==> config.mk <==
export PLATFORM = sky130hd
export DESIGN_NAME = seq_mult_booth_param_flat
export DESIGN_NICKNAME = d
export VERILOG_FILES = /design/src/rtl/seq_mult_booth_param_if.sv /design/src/rtl/seq_mult_booth_param.sv /design/src/flat_wrapper.sv
export SDC_FILE = /design/constraint.sdc
export NUM_CORES = 1
export LEC_CHECK = 0
export CAP_MARGIN = 30
export CORE_MARGIN = 10
export CORE_UTILIZATION = 58
export CTS_CLUSTER_SIZE = 30
export DETAILED_ROUTE_END_ITERATION = 12
export GPL_TIMING_DRIVEN = 0
export PLACE_DENSITY = 0.84
export SYNTH_ARGS = -nofsm -noshare
export SYNTH_HDL_FRONTEND = slang
export SYNTH_SLANG_ARGS = --single-unit
==> constraint.sdc <==
create_clock -name clk -period 4.8 [get_ports clk]
set_input_delay 0.72 -clock clk [delete_from_list [all_inputs] [get_ports clk]]
set_output_delay 0.72 -clock clk [all_outputs]
set_load 0.1 [all_outputs]
==> src/rtl/seq_mult_booth_param_if.sv <==
// Operand/result bundle for seq_mult_booth_param: start/is_signed/a/b in, busy/done/product out.
// Latency: none (wires only). Backpressure: none; the requester must watch busy/done.
interface seq_mult_booth_param_if #(
    parameter int WIDTH = 6
);
    logic                 start;
    logic                 is_signed;
    logic [WIDTH-1:0]     a;
    logic [WIDTH-1:0]     b;
    logic                 busy;
    logic                 done;
    logic [2*WIDTH-1:0]   product;

    modport master (
        output start, is_signed, a, b,
        input  busy, done, product
    );

    modport slave (
        input  start, is_signed, a, b,
        output busy, done, product
    );
endinterface

==> src/rtl/seq_mult_booth_param.sv <==
// Radix-2 Booth sequential multiplier, signed or unsigned per operation, one step per clock.
// Latency: done pulses WIDTH+1 cycles after the start edge (data-dependent if SEQ_MULT_EARLY_EXIT_EN).
// Backpressure: start is ignored while busy; product holds until the next completion or reset.
module seq_mult_booth_param #(
    parameter int WIDTH = 6
) (
    input  logic                  clk,
    input  logic                  rst,
    seq_mult_booth_param_if.slave bus
);
    localparam int XW = WIDTH + 1;
    localparam int AW = WIDTH + 2;
    localparam int PW = 2 * WIDTH;
    localparam int CW = $clog2(WIDTH + 2);

    typedef enum logic [1:0] {IDLE, RUN, DONE} state_t;

    state_t         state, state_nxt;
    logic [AW-1:0]  acc, acc_nxt;
    logic [XW-1:0]  q, q_nxt;
    logic [XW-1:0]  m, m_nxt;
    logic           q_m1, q_m1_nxt;
    logic [CW-1:0]  cnt, cnt_nxt;
    logic [PW-1:0]  product_r, product_nxt;

    logic [AW-1:0]  m_ext;
    logic [AW-1:0]  sum;
    logic [AW-1:0]  step_acc;
    logic [XW-1:0]  step_q;
    logic           step_qm1;
    logic [CW-1:0]  cnt_dec;
    logic           last;
    logic [PW-1:0]  result;
    logic [XW-1:0]  a_ext;
    logic [XW-1:0]  b_ext;

`ifdef SEQ_MULT_EARLY_EXIT_EN
    logic signed [AW+XW-1:0] full;
    logic [XW-1:0]           mask;
    logic                    exit_now;
`endif

    // One Booth step: add/subtract M by the recoded pair, then arithmetic shift of {ACC,Q,q_m1}.
    always_comb begin
        m_ext = {m[XW-1], m};
        case ({q[0], q_m1})
            2'b01:   sum = acc + m_ext;
            2'b10:   sum = acc - m_ext;
            default: sum = acc;
        endcase
        step_acc = {sum[AW-1], sum[AW-1:1]};
        step_q   = {sum[0], q[XW-1:1]};
        step_qm1 = q[0];
        cnt_dec  = cnt - CW'(1);
`ifdef SEQ_MULT_EARLY_EXIT_EN
        // Once every unconsumed multiplier bit and q_m1 is zero, the remaining steps are pure shifts.
        full     = {step_acc, step_q};
        mask     = ~({XW{1'b1}} << cnt_dec);
        exit_now = ((step_q & mask) == '0) && !step_qm1;
        last     = exit_now || (cnt_dec == '0);
        result   = PW'(full >>> cnt_dec);
`else
        last     = (cnt_dec == '0);
        result   = {step_acc[WIDTH-2:0], step_q};
`endif
    end

    always_comb begin
        a_ext = {bus.is_signed & bus.a[WIDTH-1], bus.a};
        b_ext = {bus.is_signed & bus.b[WIDTH-1], bus.b};
    end

    always_comb begin
        state_nxt   = state;
        acc_nxt     = acc;
        q_nxt       = q;
        q_m1_nxt    = q_m1;
        m_nxt       = m;
        cnt_nxt     = cnt;
        product_nxt = product_r;
        case (state)
            IDLE, DONE: begin
                if (bus.start) begin
                    state_nxt = RUN;
                    acc_nxt   = '0;
                    q_nxt     = b_ext;
                    q_m1_nxt  = 1'b0;
                    m_nxt     = a_ext;
                    cnt_nxt   = CW'(WIDTH + 1);
                end else begin
                    state_nxt = IDLE;
                end
            end
            RUN: begin
                acc_nxt  = step_acc;
                q_nxt    = step_q;
                q_m1_nxt = step_qm1;
                cnt_nxt  = cnt_dec;
                if (last) begin
                    state_nxt   = DONE;
                    product_nxt = result;
                end
            end
            default: state_nxt = IDLE;
        endcase
    end

    always_ff @(posedge clk or negedge rst) begin
        if (!rst) begin
            state     <= IDLE;
            acc       <= '0;
            q         <= '0;
            q_m1      <= 1'b0;
            m         <= '0;
            cnt       <= '0;
            product_r <= '0;
        end else begin
            state     <= state_nxt;
            acc       <= acc_nxt;
            q         <= q_nxt;
            q_m1      <= q_m1_nxt;
            m         <= m_nxt;
            cnt       <= cnt_nxt;
            product_r <= product_nxt;
        end
    end

    assign bus.busy    = (state == RUN);
    assign bus.done    = (state == DONE);
    assign bus.product = product_r;
endmodule

==> src/flat_wrapper.sv <==
// flat-port wrapper written by rule: the top's interface ports become plain ports
module seq_mult_booth_param_flat 
#(
    parameter int WIDTH = 6
)
  (clk, rst, bus_start, bus_is_signed, bus_a, bus_b, bus_busy, bus_done, bus_product);
  seq_mult_booth_param_if #(.WIDTH(WIDTH)) bus_i ();
  input  logic clk;
  input  logic rst;
  input wire logic [$bits(bus_i.start)-1:0] bus_start;
  input wire logic [$bits(bus_i.is_signed)-1:0] bus_is_signed;
  input wire logic [$bits(bus_i.a)-1:0] bus_a;
  input wire logic [$bits(bus_i.b)-1:0] bus_b;
  output wire logic [$bits(bus_i.busy)-1:0] bus_busy;
  output wire logic [$bits(bus_i.done)-1:0] bus_done;
  output wire logic [$bits(bus_i.product)-1:0] bus_product;
  assign bus_i.start = bus_start;
  assign bus_i.is_signed = bus_is_signed;
  assign bus_i.a = bus_a;
  assign bus_i.b = bus_b;
  assign bus_busy = bus_i.busy;
  assign bus_done = bus_i.done;
  assign bus_product = bus_i.product;
  seq_mult_booth_param #(.WIDTH(WIDTH)) u_core (.clk(clk), .rst(rst), .bus(bus_i));
endmodule
* Word level (Yosys, flattened, before mapping)
Cells that the tools add are included.
** Storage, ports and cells
- Bits in registers :: 40
- Input port bits :: 16
** Operators by class
- Add/sub/neg operators :: 3
- Equality and inequality tests :: 6
- Muxes and demuxes :: 12
- Bitwise logic cells :: 2
- Reduce and logical (&&, ||, !) cells :: 7
** Operators with widths (number)
- $pmux W8 S2 :: 2
- $pmux W7 S2 :: 1
- $add A8 B8 Y8 :: 1
- $mux W8 :: 1
- $sub A8 B8 Y8 :: 1
- $mux W7 :: 1
- $pmux W3 S2 :: 1
- $reduce_and A2 Y1 :: 3
- $eq A2 B1 Y1 const B :: 2
- $eq A2 B2 Y1 const B :: 2
- $pmux W2 S2 :: 1
- $logic_not A3 Y1 :: 1
- $mux W3 :: 1
- $sub A3 B1 Y3 const B :: 1
- $and A1 B1 Y1 :: 2
- $logic_not A2 Y1 :: 1
- $mux W1 :: 2
- $mux W2 :: 1
- $ne A2 B1 Y1 const B :: 1
- $ne A2 B2 Y1 const B :: 1
- $pmux W1 S2 :: 1
- $reduce_bool A2 Y1 :: 1
- $reduce_or A2 Y1 :: 1

* Depth between registers and ports, before layout
- Depth after elaboration :: 4
- Mapped depth :: 11
- Depth with buffers taken out :: 10

* Worst setup path after synthesis
Ideal clock, no wire load.
- Path type :: register to output
- From :: reg u_core.state[0]
- To :: out bus_done
- Arrival :: 1.727 ns
- Data required time :: 4.080 ns
- Path slack :: 2.353 ns
- Cell stages (with the launch flop) :: 2
- Buffers on the path :: 0
- Path through :: dfrtp_1 nor2b_1
** On the way
- Word-level cells in the longest chain between the ends :: 1
** RTL lines
- start, declared :: RTL line seq_mult_booth_param.sv:18 : state_t state, state_nxt;
- start signal, assigned :: RTL line seq_mult_booth_param.sv:118 : state <= state_nxt;
- $eq A2 B2 Y1 :: RTL line seq_mult_booth_param.sv:129 : assign bus.done = (state == DONE);
- end, declared :: RTL line flat_wrapper.sv:15 : output wire logic [$bits(bus_i.done)-1:0] bus_done;
Every way passes these cells.

* Worst setup path in the final report
- From :: reg u_core.state[1]
- To :: out bus_busy
** On the way
- Word-level cells in the longest chain between the ends :: 1
** RTL lines
- $eq A2 B1 Y1 :: RTL line seq_mult_booth_param.sv:128 : assign bus.busy = (state == RUN);
- end, declared :: RTL line flat_wrapper.sv:14 : output wire logic [$bits(bus_i.busy)-1:0] bus_busy;
Every way passes these cells.

==> flow_metrics.tcl <==
set metrics [dict create \
    status "finished, final reports clean" \
    finalSetupViolations 0 \
    ys_warn_count 0 \
    postCtsHoldBufs 0 \
    ant_nets 0 \
    final_cell_mix "nand2_1 (39), dfrtp_1 (39), clkdlybuf4s50_1 (28)" \
    hold_slack_ns 0.4577 \
    dp_hpwl_mm 3.500 \
    drt-wirelength-per-cell_um 15.37 \
    synth-seq-cells 39 \
    hold_viol_final 0 \
    drcViolationCount 0 \
    dr.first_iter.drc_count 164 \
    crit_start "u_core.state[1]" \
    firstDrtPassIters 4 \
    slowest_delay_ns 1.23 \
    hp-class "input port to async pin" \
    fin_util 0.7436 \
    critical_path_peak_fanout 10 \
    path_class "flop to primary output" \
    drt_wl_total_mm 4.765 \
    setup_slack_ns 1.352 \
    via_count 1755 \
    nets 291 \
    maxCapViolations 0 \
    worstMarginPinSlew_ns 0.9710 \
    post_cts_buffers 0 \
    area_growth_pct 20.26 \
    synthFlopType "dfrtp_1" \
    grt_pass1_wl_mm 8.093 \
    h-tree-depth 2 \
    grt_pass1_vias 1766 \
    r2r-start "u_core.q[0]" \
    clock-sinks 39 \
    cts_buffers 5 \
    clockRootBuffer "clkbuf_4" \
    clk_pin_slew_ns 0.13 \
    fmaxAchievable_mhz 290.0 \
    period_needed_ns 3.448 \
    core_um2 3416 \
    skew_ns 0.009433 \
    pin_count 30 \
    syn_area_um2 2112 \
    grt_usage 0.1566 \
    rows 21 \
    tritoncts "built" \
    synthArstFlopShare 1.000 \
    dieArea_um2 6455 \
    pre_cts_ws_ns 1.747 \
    cp-end-kind "primary output" \
    initial_utilization 0.6183 \
    clockBufferDepth 2 \
    synth_enable_flop_cells 0 \
    worstPathArrival_ns 2.73 \
    critPathBufInv 3 \
    die_w_um 80.35 \
    port_buffers 29 \
    rsz0062_at_grt "false" \
    netlist_instances 227 \
    fin_crit_sh 0.7183 \
    crit_chain "nand2b_1 -> inv_2 -> clkbuf_1 -> clkdlybuf4s50_1" \
    syn_nets 255 \
    grt_max_degree 40 \
    antenna_found_initial 0 \
    crit_family "buffers and inverters" \
    clock_latency_ns 0.35 \
    place.gp.congestion 0.8348 \
    synth_cell_types 39 \
    seq_area_frac_synth 0.4621 \
    drv_slew 0 \
    setup_tns_ns 0 \
    cts-resized-gates 0 \
    die_y_um 80.35 \
    antenna_cells 0 \
    avgSynthCellArea_um2 9.304 \
    critPathSlowestCell "clkdlybuf4s50_1" \
    grt_overflow_total 0 \
    relSlewSlack 0.3506 \
    crit_path_start_kind "flop" \
    layout-drive-gt1-share 0.06818 \
    via_per_inst 5.661 \
    worstPathRequired_ns 4.08 \
]
==> metal layers <==
| layer | part of all wire | global-route usage | vias to the layer above |
|---|---|---|---|
| met1 | 0.45 | 0.1928 | 822 |
| li1 | - | - | 856 |
| met2 | 0.46 | 0.2564 | 68 |
| met4 | 0.017 | 0.06162 | 0 |
| met3 | 0.073 | 0.03786 | 9 |
| met5 | 0 | 0 | - |
==> worst reg2reg max path, stage by stage (launching register included) <==
cell	delay, ns
dfrtp_1	0.42
ha_1	0.18
buf_2	0.16
a21oi_1	0.15
xnor2_1	0.16
ha_1	0.32
a21o_1	0.21
or3_1	0.33
o21ai_2	0.13
mux2i_1	0.24
mux2i_1	0.19
==> cell families after synthesis <==
logic type	share of synthesized area
fa+ha+maj	0.07464
simple gates	0.1979
xor+xnor	0.02488
buf+inv	0.03673
mux	0.05687
compound gates	0.1469
flops	0.4621
==> through the flow <==
stage	instance area, µm²	instances
2_1_floorplan	2112	227
3_5_place_dp	2455	302
5_1_grt	2540	310
6_report	2540	310
4_1_cts	2540	310
3_3_place_gp	2460	302
==> final timing paths <==
kind	depth (start not counted)	to	slack, ns
worst max-delay path	4	bus_busy	1.35
worst min-delay path	1	u_core.bus.product[9]	0.46
worst max register to register	10	u_core.acc[6]	2.23
worst min register to register	1	u_core.bus.product[2]	0.50
max in group asynchronous	1	u_core.m[0]	3.81
min in group clk	1	u_core.bus.product[2]	0.50
==> cell usage after synthesis, types with 2 or more instances <==
master	n	area [µm²]
dfrtp_1	39	975.9
nand2_1	39	146.4
nor2_1	20	75.07
o21ai_0	12	60.06
ha_1	11	137.6
a21oi_1	9	45.04
inv_1	9	33.78
a31oi_1	8	50.05
mux2_1	7	78.83
clkbuf_1	6	22.52
nor3_1	6	30.03
and2_1	5	31.28
xnor2_1	5	43.79
a22oi_1	4	30.03
nor2b_1	4	25.02
o21a_1	4	30.03
mux2i_1	3	30.03
nand2b_1	3	18.77
nand3_1	3	15.01
o22ai_1	3	18.77
or3_1	3	18.77
a211oi_1	2	15.01
and3_1	2	12.51
buf_2	2	10.01
nand3b_1	2	15.01
o21ai_1	2	10.01
o31a_1	2	17.52
==> registers in the layout, summed over array words and instances (netlist names) <==
signal / flops
u_core.bus.product: 12
u_core.q_m1: 1
u_core.m: 7
u_core.acc: 7
u_core.state: 2
u_core.q: 7
u_core.cnt: 3
==> final cells by class <==
type	instances	area, µm²
repair buffers	29	285.3
clock inverters	3	47.55
well taps	46	57.56
fillers	256	875.8
multi-input cells	169	1059
plain buffers	9	40.04
inverters	10	37.54
clock buffers	5	37.54
flip-flops and latches	39	975.9
Power is left out: the tool's default activity adds up to more than one toggle a clock period on the data nets, which glitch-free logic cannot reach.
